`src/rtl/cr_timer_ctrl_if.sv`:
```
// cr_timer_ctrl_if
// Groups the countdown timer's request, preset and result signals into one bundle.
//
// Signals:
//   load, start, stop, tick          one-cycle requests toward the timer
//   preset_hora/min/seg [7:0]        BCD preset value hh:mm:ss
//   dcr_hora/min/seg [7:0]           BCD current count from the timer
//   en_hora/min/seg                  one-cycle write strobes, one per count field
//   corriendo                        timer is counting down
//   fin_cr                           countdown has finished
//
// Modports:
//   master - sequencer or timebase side (drives the requests, reads the count)
//   slave  - the timer itself
interface cr_timer_ctrl_if;
  logic       load;
  logic       start;
  logic       stop;
  logic       tick;
  logic [7:0] preset_hora;
  logic [7:0] preset_min;
  logic [7:0] preset_seg;
  logic [7:0] dcr_hora;
  logic [7:0] dcr_min;
  logic [7:0] dcr_seg;
  logic       en_hora;
  logic       en_min;
  logic       en_seg;
  logic       corriendo;
  logic       fin_cr;

  modport master (
    output load, start, stop, tick,
    output preset_hora, preset_min, preset_seg,
    input  dcr_hora, dcr_min, dcr_seg,
    input  en_hora, en_min, en_seg,
    input  corriendo, fin_cr
  );

  modport slave (
    input  load, start, stop, tick,
    input  preset_hora, preset_min, preset_seg,
    output dcr_hora, dcr_min, dcr_seg,
    output en_hora, en_min, en_seg,
    output corriendo, fin_cr
  );
endinterface

```
`src/rtl/cr_timer_ctrl.sv`:
```
// cr_timer_ctrl
// BCD hh:mm:ss countdown timer controller. A preset is loaded, counting is
// started and paused on request, and each 1 Hz tick removes one second. Each
// count field comes with a write strobe that is high only in the cycle that
// field takes a new value.
//
// Ports:
//   clk    in   system clock, rising edge
//   rst_n  in   asynchronous active-low reset
//   bus    slave modport of cr_timer_ctrl_if (requests, presets, count, strobes, status)
//
// Parameter:
//   HORA_MAX  highest legal BCD hour; preset hours above it are clamped to it
//
// Build option:
//   CR_AUTORELOAD_EN  when defined, reaching 00:00:00 in RUN pulses fin_cr for
//                     one cycle and stays in RUN; the next tick reloads the last
//                     clamped preset. When undefined, reaching zero enters DONE.
//
// state    | meaning
// ---------+--------------------------------------------------------------
// ST_IDLE  | holding a count (loaded or reset); waits for start
// ST_RUN   | counting down, one second per tick
// ST_PAUSE | count held after stop; start resumes
// ST_DONE  | count reached zero; only load leaves this state
module cr_timer_ctrl #(
  parameter logic [7:0] HORA_MAX = 8'h23
) (
  input  logic            clk,
  input  logic            rst_n,
  cr_timer_ctrl_if.slave  bus
);

  typedef enum logic [1:0] {
    ST_IDLE  = 2'd0,
    ST_RUN   = 2'd1,
    ST_PAUSE = 2'd2,
    ST_DONE  = 2'd3
  } state_t;

  state_t     r_state;
  logic [7:0] r_hora;
  logic [7:0] r_min;
  logic [7:0] r_seg;
  logic [2:0] r_en;
  logic       r_corriendo;
  logic       r_fin_cr;

  state_t     w_nxt_state;
  logic [7:0] w_nxt_hora;
  logic [7:0] w_nxt_min;
  logic [7:0] w_nxt_seg;
  logic [2:0] w_nxt_en;
  logic       w_fin_pulse;

  logic [7:0] w_clamp_hora;
  logic [7:0] w_clamp_min;
  logic [7:0] w_clamp_seg;
  logic [7:0] w_dec_hora;
  logic [7:0] w_dec_min;
  logic [7:0] w_dec_seg;
  logic       w_borrow_min;
  logic       w_borrow_hora;
  logic       w_cnt_zero;
  logic       w_dec_zero;

`ifdef CR_AUTORELOAD_EN
  logic [7:0] r_pre_hora;
  logic [7:0] r_pre_min;
  logic [7:0] r_pre_seg;
  logic [7:0] w_nxt_pre_hora;
  logic [7:0] w_nxt_pre_min;
  logic [7:0] w_nxt_pre_seg;
  logic       w_pre_zero;
`endif

  // A value above the limit saturates to the limit. Otherwise the tens digit is
  // already legal, and only the units digit can still be a non-decimal nibble.
  function automatic logic [7:0] clamp_bcd(input logic [7:0] v, input logic [7:0] lim);
    logic [3:0] lo;
    if (v > lim) begin
      return lim;
    end
    lo = (v[3:0] > 4'd9) ? 4'd9 : v[3:0];
    return {v[7:4], lo};
  endfunction

  // Two-digit BCD decrement. 00 wraps to wrap_val, which is the borrow case.
  function automatic logic [7:0] dec_bcd(input logic [7:0] v, input logic [7:0] wrap_val);
    if (v == 8'h00) begin
      return wrap_val;
    end
    if (v[3:0] == 4'd0) begin
      return {v[7:4] - 4'd1, 4'd9};
    end
    return {v[7:4], v[3:0] - 4'd1};
  endfunction

  assign w_clamp_hora = clamp_bcd(bus.preset_hora, HORA_MAX);
  assign w_clamp_min  = clamp_bcd(bus.preset_min, 8'h59);
  assign w_clamp_seg  = clamp_bcd(bus.preset_seg, 8'h59);

  // Seconds always change on a decrement. Minutes and hours change only on a
  // borrow. A borrow out of the hours field cannot occur, because a zero count
  // never decrements.
  assign w_borrow_min  = (r_seg == 8'h00);
  assign w_borrow_hora = w_borrow_min && (r_min == 8'h00);
  assign w_dec_seg     = dec_bcd(r_seg, 8'h59);
  assign w_dec_min     = w_borrow_min  ? dec_bcd(r_min, 8'h59) : r_min;
  assign w_dec_hora    = w_borrow_hora ? dec_bcd(r_hora, HORA_MAX) : r_hora;

  assign w_cnt_zero = (r_hora == 8'h00) && (r_min == 8'h00) && (r_seg == 8'h00);
  assign w_dec_zero = (w_dec_hora == 8'h00) && (w_dec_min == 8'h00) && (w_dec_seg == 8'h00);

`ifdef CR_AUTORELOAD_EN
  assign w_pre_zero = (r_pre_hora == 8'h00) && (r_pre_min == 8'h00) && (r_pre_seg == 8'h00);
`endif

  always_comb begin
    w_nxt_state = r_state;
    w_nxt_hora  = r_hora;
    w_nxt_min   = r_min;
    w_nxt_seg   = r_seg;
    w_nxt_en    = 3'b000;
    w_fin_pulse = 1'b0;
`ifdef CR_AUTORELOAD_EN
    w_nxt_pre_hora = r_pre_hora;
    w_nxt_pre_min  = r_pre_min;
    w_nxt_pre_seg  = r_pre_seg;
`endif
    case (r_state)
      ST_RUN: begin
        if (bus.tick) begin
`ifdef CR_AUTORELOAD_EN
          // A tick at zero count reloads the preset instead of decrementing.
          if (w_cnt_zero) begin
            if (w_pre_zero) begin
              w_nxt_state = ST_DONE;
            end else begin
              w_nxt_hora = r_pre_hora;
              w_nxt_min  = r_pre_min;
              w_nxt_seg  = r_pre_seg;
              w_nxt_en   = 3'b111;
            end
          end else begin
`endif
            w_nxt_hora = w_dec_hora;
            w_nxt_min  = w_dec_min;
            w_nxt_seg  = w_dec_seg;
            w_nxt_en   = {w_borrow_hora, w_borrow_min, 1'b1};
            if (w_dec_zero) begin
`ifdef CR_AUTORELOAD_EN
              w_fin_pulse = 1'b1;
`else
              w_nxt_state = ST_DONE;
`endif
            end
`ifdef CR_AUTORELOAD_EN
          end
`endif
        end
        // A stop in the same cycle as a tick still lets the decrement through.
        // Reaching DONE takes priority over the pause.
        if (bus.stop && (w_nxt_state == ST_RUN)) begin
          w_nxt_state = ST_PAUSE;
        end
      end
      default: begin
        // ST_IDLE, ST_PAUSE and ST_DONE. Load takes priority over start, and
        // a stop in the same cycle cancels a start.
        if (bus.load) begin
          w_nxt_hora  = w_clamp_hora;
          w_nxt_min   = w_clamp_min;
          w_nxt_seg   = w_clamp_seg;
          w_nxt_en    = 3'b111;
          w_nxt_state = ST_IDLE;
`ifdef CR_AUTORELOAD_EN
          w_nxt_pre_hora = w_clamp_hora;
          w_nxt_pre_min  = w_clamp_min;
          w_nxt_pre_seg  = w_clamp_seg;
`endif
        end else if ((r_state != ST_DONE) && bus.start && !bus.stop && !w_cnt_zero) begin
          w_nxt_state = ST_RUN;
        end
      end
    endcase
  end

  always_ff @(posedge clk or negedge rst_n) begin
    if (!rst_n) begin
      r_state     <= ST_IDLE;
      r_hora      <= 8'h00;
      r_min       <= 8'h00;
      r_seg       <= 8'h00;
      r_en        <= 3'b000;
      r_corriendo <= 1'b0;
      r_fin_cr    <= 1'b0;
`ifdef CR_AUTORELOAD_EN
      r_pre_hora  <= 8'h00;
      r_pre_min   <= 8'h00;
      r_pre_seg   <= 8'h00;
`endif
    end else begin
      r_state     <= w_nxt_state;
      r_hora      <= w_nxt_hora;
      r_min       <= w_nxt_min;
      r_seg       <= w_nxt_seg;
      r_en        <= w_nxt_en;
      r_corriendo <= (w_nxt_state == ST_RUN);
      r_fin_cr    <= (w_nxt_state == ST_DONE) || w_fin_pulse;
`ifdef CR_AUTORELOAD_EN
      r_pre_hora  <= w_nxt_pre_hora;
      r_pre_min   <= w_nxt_pre_min;
      r_pre_seg   <= w_nxt_pre_seg;
`endif
    end
  end

  assign bus.dcr_hora  = r_hora;
  assign bus.dcr_min   = r_min;
  assign bus.dcr_seg   = r_seg;
  assign bus.en_hora   = r_en[2];
  assign bus.en_min    = r_en[1];
  assign bus.en_seg    = r_en[0];
  assign bus.corriendo = r_corriendo;
  assign bus.fin_cr    = r_fin_cr;

endmodule

```
`src/flat_wrapper.sv`:
```
// flat-port wrapper written by rule: the top's interface ports become plain ports
module cr_timer_ctrl_flat 
#(
  parameter logic [7:0] HORA_MAX = 8'h23
)
  (clk, rst_n, bus_load, bus_start, bus_stop, bus_tick, bus_preset_hora, bus_preset_min, bus_preset_seg, bus_dcr_hora, bus_dcr_min, bus_dcr_seg, bus_en_hora, bus_en_min, bus_en_seg, bus_corriendo, bus_fin_cr);
  cr_timer_ctrl_if bus_i ();
  input  logic clk;
  input  logic rst_n;
  input wire logic [$bits(bus_i.load)-1:0] bus_load;
  input wire logic [$bits(bus_i.start)-1:0] bus_start;
  input wire logic [$bits(bus_i.stop)-1:0] bus_stop;
  input wire logic [$bits(bus_i.tick)-1:0] bus_tick;
  input wire logic [$bits(bus_i.preset_hora)-1:0] bus_preset_hora;
  input wire logic [$bits(bus_i.preset_min)-1:0] bus_preset_min;
  input wire logic [$bits(bus_i.preset_seg)-1:0] bus_preset_seg;
  output wire logic [$bits(bus_i.dcr_hora)-1:0] bus_dcr_hora;
  output wire logic [$bits(bus_i.dcr_min)-1:0] bus_dcr_min;
  output wire logic [$bits(bus_i.dcr_seg)-1:0] bus_dcr_seg;
  output wire logic [$bits(bus_i.en_hora)-1:0] bus_en_hora;
  output wire logic [$bits(bus_i.en_min)-1:0] bus_en_min;
  output wire logic [$bits(bus_i.en_seg)-1:0] bus_en_seg;
  output wire logic [$bits(bus_i.corriendo)-1:0] bus_corriendo;
  output wire logic [$bits(bus_i.fin_cr)-1:0] bus_fin_cr;
  assign bus_i.load = bus_load;
  assign bus_i.start = bus_start;
  assign bus_i.stop = bus_stop;
  assign bus_i.tick = bus_tick;
  assign bus_i.preset_hora = bus_preset_hora;
  assign bus_i.preset_min = bus_preset_min;
  assign bus_i.preset_seg = bus_preset_seg;
  assign bus_dcr_hora = bus_i.dcr_hora;
  assign bus_dcr_min = bus_i.dcr_min;
  assign bus_dcr_seg = bus_i.dcr_seg;
  assign bus_en_hora = bus_i.en_hora;
  assign bus_en_min = bus_i.en_min;
  assign bus_en_seg = bus_i.en_seg;
  assign bus_corriendo = bus_i.corriendo;
  assign bus_fin_cr = bus_i.fin_cr;
  cr_timer_ctrl #(.HORA_MAX(HORA_MAX)) u_core (.clk(clk), .rst_n(rst_n), .bus(bus_i));
endmodule
```
`config.mk`:
```
export PLATFORM = sky130hd
export DESIGN_NAME = cr_timer_ctrl_flat
export DESIGN_NICKNAME = d
export VERILOG_FILES = /design/src/rtl/cr_timer_ctrl_if.sv /design/src/rtl/cr_timer_ctrl.sv /design/src/flat_wrapper.sv
export SDC_FILE = /design/constraint.sdc
export NUM_CORES = 1
export LEC_CHECK = 0
export BUFFER_PORTS_ARGS = -buffer_cell sky130_fd_sc_hd__buf_2
export CAP_MARGIN = 20
export CELL_PAD_IN_SITES_DETAIL_PLACEMENT = 2
export CELL_PAD_IN_SITES_GLOBAL_PLACEMENT = 2
export CORE_MARGIN = 2
export CORE_UTILIZATION = 29
export DETAILED_ROUTE_END_ITERATION = 6
export HOLD_SLACK_MARGIN = 0.08
export PLACE_DENSITY = 0.75
export RECOVER_POWER = 25
export SYNTH_ARGS = -nofsm -noshare
export SYNTH_HDL_FRONTEND = slang
export SYNTH_SLANG_ARGS = --single-unit
```
`constraint.sdc`:
```
create_clock -name clk -period 3.1 [get_ports clk]
set_input_delay 0.775 -clock clk [delete_from_list [all_inputs] [get_ports clk]]
set_output_delay 0.775 -clock clk [all_outputs]
set_load 0.005 [all_outputs]
```
==> impl_results.md <==
- Post-Syn Nets: 308
- WL per Instance: 18.94 µm
- N_diodes: 0
- Gpl congestion: approximately 0.84
- DRT Wirelength: approximately 8300 µm
- WS Path Type: reg2reg
- Largest net degree at the start of global routing: 32
- Commonest cells after routing, fill and taps aside: 57 x buf_2, 31 x dfrtp_1, 26 x a21oi_1
- Post-route cell area: between 2000 and 3000 µm²
- Multiplexer area fraction after synthesis: 0.8864%
- Layout cells sized above 1: approximately a quarter
- Crit. End Element: flop
- Post-Synth Adder-Cell Area: 4.432%
- Synth Area in Compound Gates: 29.47%
- Yosys cell types: 54
- Main synth FF type: dfrtp_1
- DR iter-0 viols: 84
- Antenna Nets Post-Route: 0
- Worst path arrival time: approximately 3.1 ns
- Main combinational cell family by area after synthesis: compound AO/OA/AOI/OAI gates
- Power per cell area: 549.7 nW/µm²
- Final-report setup violation count: 0
- Setup skew after layout: 0.009376 ns
- Required time worst endpoint: 3.31 ns
- Tot GR Track Use: between 15 and 20%
- Final hold vios: 0
- Tmin final: slightly below 3 ns
- Mapped Cells: 270
- Worst slack at placement: roughly 0.17 ns
- Clock Pin Slew Worst Setup and Hold Paths: 0.07 ns
- Max-cap violations: 1
- Initial core utilization: 29.53%
- Rel. slew slack: -17.50%
- Worst setup path startpoint: u_core.bus.dcr_min[0]$_DFFE_PN0P_
- Placed insts: 425
- Core box area: 7647 µm²
- Via count: 2,429
- DR DRC count: 0
- Avg Vias per Cell: 5.571
- Fin crit share: 93.85%
- Commonest non-fill, non-tap cell in the layout: buf_2
- Dpl cell area: 2679 µm²
- Post-synth EDFFs: 0
- Hold Startpoint: u_core.bus.dcr_hora[7]$_DFFE_PN0P_
- Vias in the first global route: 2,515
- First-pass DRT Iterations: 4
- Area of the multi-input gates: 1358 µm²
- Die Height: 92.25 µm
- Clock sinks: 31
- Crit path launch type: flop
- H-tree Lvls: 2
- Fin cells: about 440
- Type of the worst min-delay path: reg2reg
- RSZ-0062 raised after global routing: false
- # IOs: around 60
- CTS Root Cell: clkbuf_8
- Fmax: 343.7 MHz
- CTS max path bufs: 2
- Final slew viol count: 32
- Worst vdd ir: approximately 170 µV
- Post-DP HPWL: about 6200 µm
- FP Rows: 32
- Sequential cell area fraction in the yosys report: 34.35%
- Final nets: 371
- Static Leak: 1.204 nW
- Clock Latency Late Sink: 0.29 ns
- Status: complete, but fails checks
- Least-Margin Pin Slew: 1.762 ns
- Num CTS Buffers: 5
- Failing checks: max-capacitance violations, max-slew violations
- Yosys reg bits: 31
- Ys async rst share: 100.0%
- Simple-gate share of the synthesized area: 23.93%
- Final worst slack: 0.1907 ns
- Die ar.: 8509 µm²
- I/O Buffers: 58
- CP max FO: 6
- Sequential cell area: a little under 800 µm²
- R2R Path Start: u_core.bus.dcr_min[0]$_DFFE_PN0P_
- Global route overflow: 0
- Setup total negative slack: 0 ns
- First-pass GRT wire length: 13,290 µm
- Area of the mapped netlist: 2258 µm²
- Post-Synth XOR/XNOR Area: 0.7756%
- Chip Width: between 90 and 100 µm
- Mapped Avg Cell Area: 8.365 µm²
- Area Overhead vs Synth: 23.49%
- Antenna violations before repair: 0
- Fillers: 897
- TritonCTS clock tree: done
- Ys Warns: 0
==> critical path: stages, from the launching register on <==
cell and delay (ns):
dfrtp_1 0.44, inv_1 0.13, ha_1 0.25, or3b_2 0.52, nor4_4 0.22, buf_4 0.18, nand4_1 0.11, a211o_1 0.35
a2111oi_2 0.36, nor2_1 0.12, a21oi_1 0.15
==> path summary, 6_finish.rpt <==
kind / end / slack, ns / cells past startpoint
worst max-delay path: u_core.bus.fin_cr$_DFF_PN0_ / 0.19 / 10
min in group asynchronous: u_core.r_en[0]$_DFF_PN0_ / 0.94 / 1
max in group asynchronous: u_core.bus.dcr_min[1]$_DFFE_PN0P_ / 1.13 / 1
worst max register to register: u_core.bus.fin_cr$_DFF_PN0_ / 0.19 / 10
worst min register to register: u_core.bus.dcr_hora[7]$_DFFE_PN0P_ / 0.56 / 1
worst min-delay path: u_core.bus.dcr_hora[7]$_DFFE_PN0P_ / 0.56 / 1
==> state kept, by name (all words and copies together) (netlist names) <==
signal and count:
u_core.bus.fin_cr 1, u_core.bus.dcr_hora 8, u_core.bus.dcr_min 8, u_core.bus.corriendo 1, u_core.bus.dcr_seg 8, u_core.r_state 2, u_core.r_en 3
==> cells by family (layout without fill, tap and decap cells) <==
group	after synthesis	after routing
fa+ha+maj	8	8
buf+inv	31	95
flops	31	31
xor+xnor	2	2
mux	2	2
simple gates	98	98
compound gates	98	98
==> routing by layer <==
| metal | wire length [µm] | track usage, % |
|---|---|---|
| met1 | 3929 | 26.56 |
| met2 | 4002 | 34.07 |
| met3 | 225 | 2.958 |
| met4 | 102 | 4.353 |
| met5 | 0 | 0 |
==> power by group <==
part           internal [mW]  total, mW  switching, mW
logic                  0.243      0.584          0.341
registers              0.486      0.629          0.143
clock network          0.158      0.321          0.163
==> through the flow <==
| stage | total power, mW | utilization, % | hold WS (ns) |
|---|---|---|---|
| 6_report | 1.533 | 36.47 | 0.5583 |
| 2_1_floorplan | 0.9548 | - | 0.4794 |
| 3_3_place_gp | 1.197 | 35.03 | 0.5456 |
| 3_5_place_dp | 1.216 | 35.03 | 0.5606 |
| 4_1_cts | 1.552 | 36.09 | 0.5699 |
| 5_1_grt | 1.648 | 36.47 | 0.6006 |
==> synth_stat cells, types with 2 or more instances <==
library cell / number / area share [%]
or3b_2: 3 / 1.2
ha_1: 8 / 4.4
nor4_1: 3 / 0.83
nor3_1: 11 / 2.4
o21a_1: 4 / 1.3
a21o_1: 2 / 0.66
xor2_1: 2 / 0.78
a2111oi_0: 2 / 0.78
mux2i_1: 2 / 0.89
nor2_1: 23 / 3.8
a31oi_1: 3 / 0.83
dfrtp_1: 31 / 34
nor4bb_1: 2 / 0.89
inv_1: 16 / 2.7
a221oi_1: 3 / 1.2
o41ai_1: 3 / 1.2
o22a_1: 5 / 1.9
a22oi_1: 3 / 1.0
a21oi_1: 26 / 5.8
a211oi_1: 6 / 2.0
nand2_1: 19 / 3.2
nand3_1: 7 / 1.6
o22ai_1: 2 / 0.55
nand4_1: 8 / 2.2
o31ai_1: 3 / 1.0
o21ai_0: 17 / 3.8
nor4b_1: 2 / 0.78
clkbuf_1: 12 / 2.0
and4_1: 2 / 0.78
nor2b_1: 2 / 0.55
o211ai_1: 2 / 0.66
a41oi_1: 5 / 1.9
nand2b_1: 3 / 0.83
buf_6: 3 / 1.5
nor3b_1: 6 / 2.0
==> cell type report <==
class                   count  share of cell area (%)
inverters                  16                   2.153
flip-flops and latches     31                   27.82
well taps                 102                   4.576
clock inverters             1                  0.1795
clock buffers               7                   2.737
multi-input cells         208                   48.68
repair buffers             71                   13.86
==> repair_timing <==
item | CTS | global route
hold buffers | 0 | 0
setup endpoints to repair | 0 | 3
buffers inserted | 0 | 3
resized for setup | 0 | 2
(Power assumes the default switching activity.)
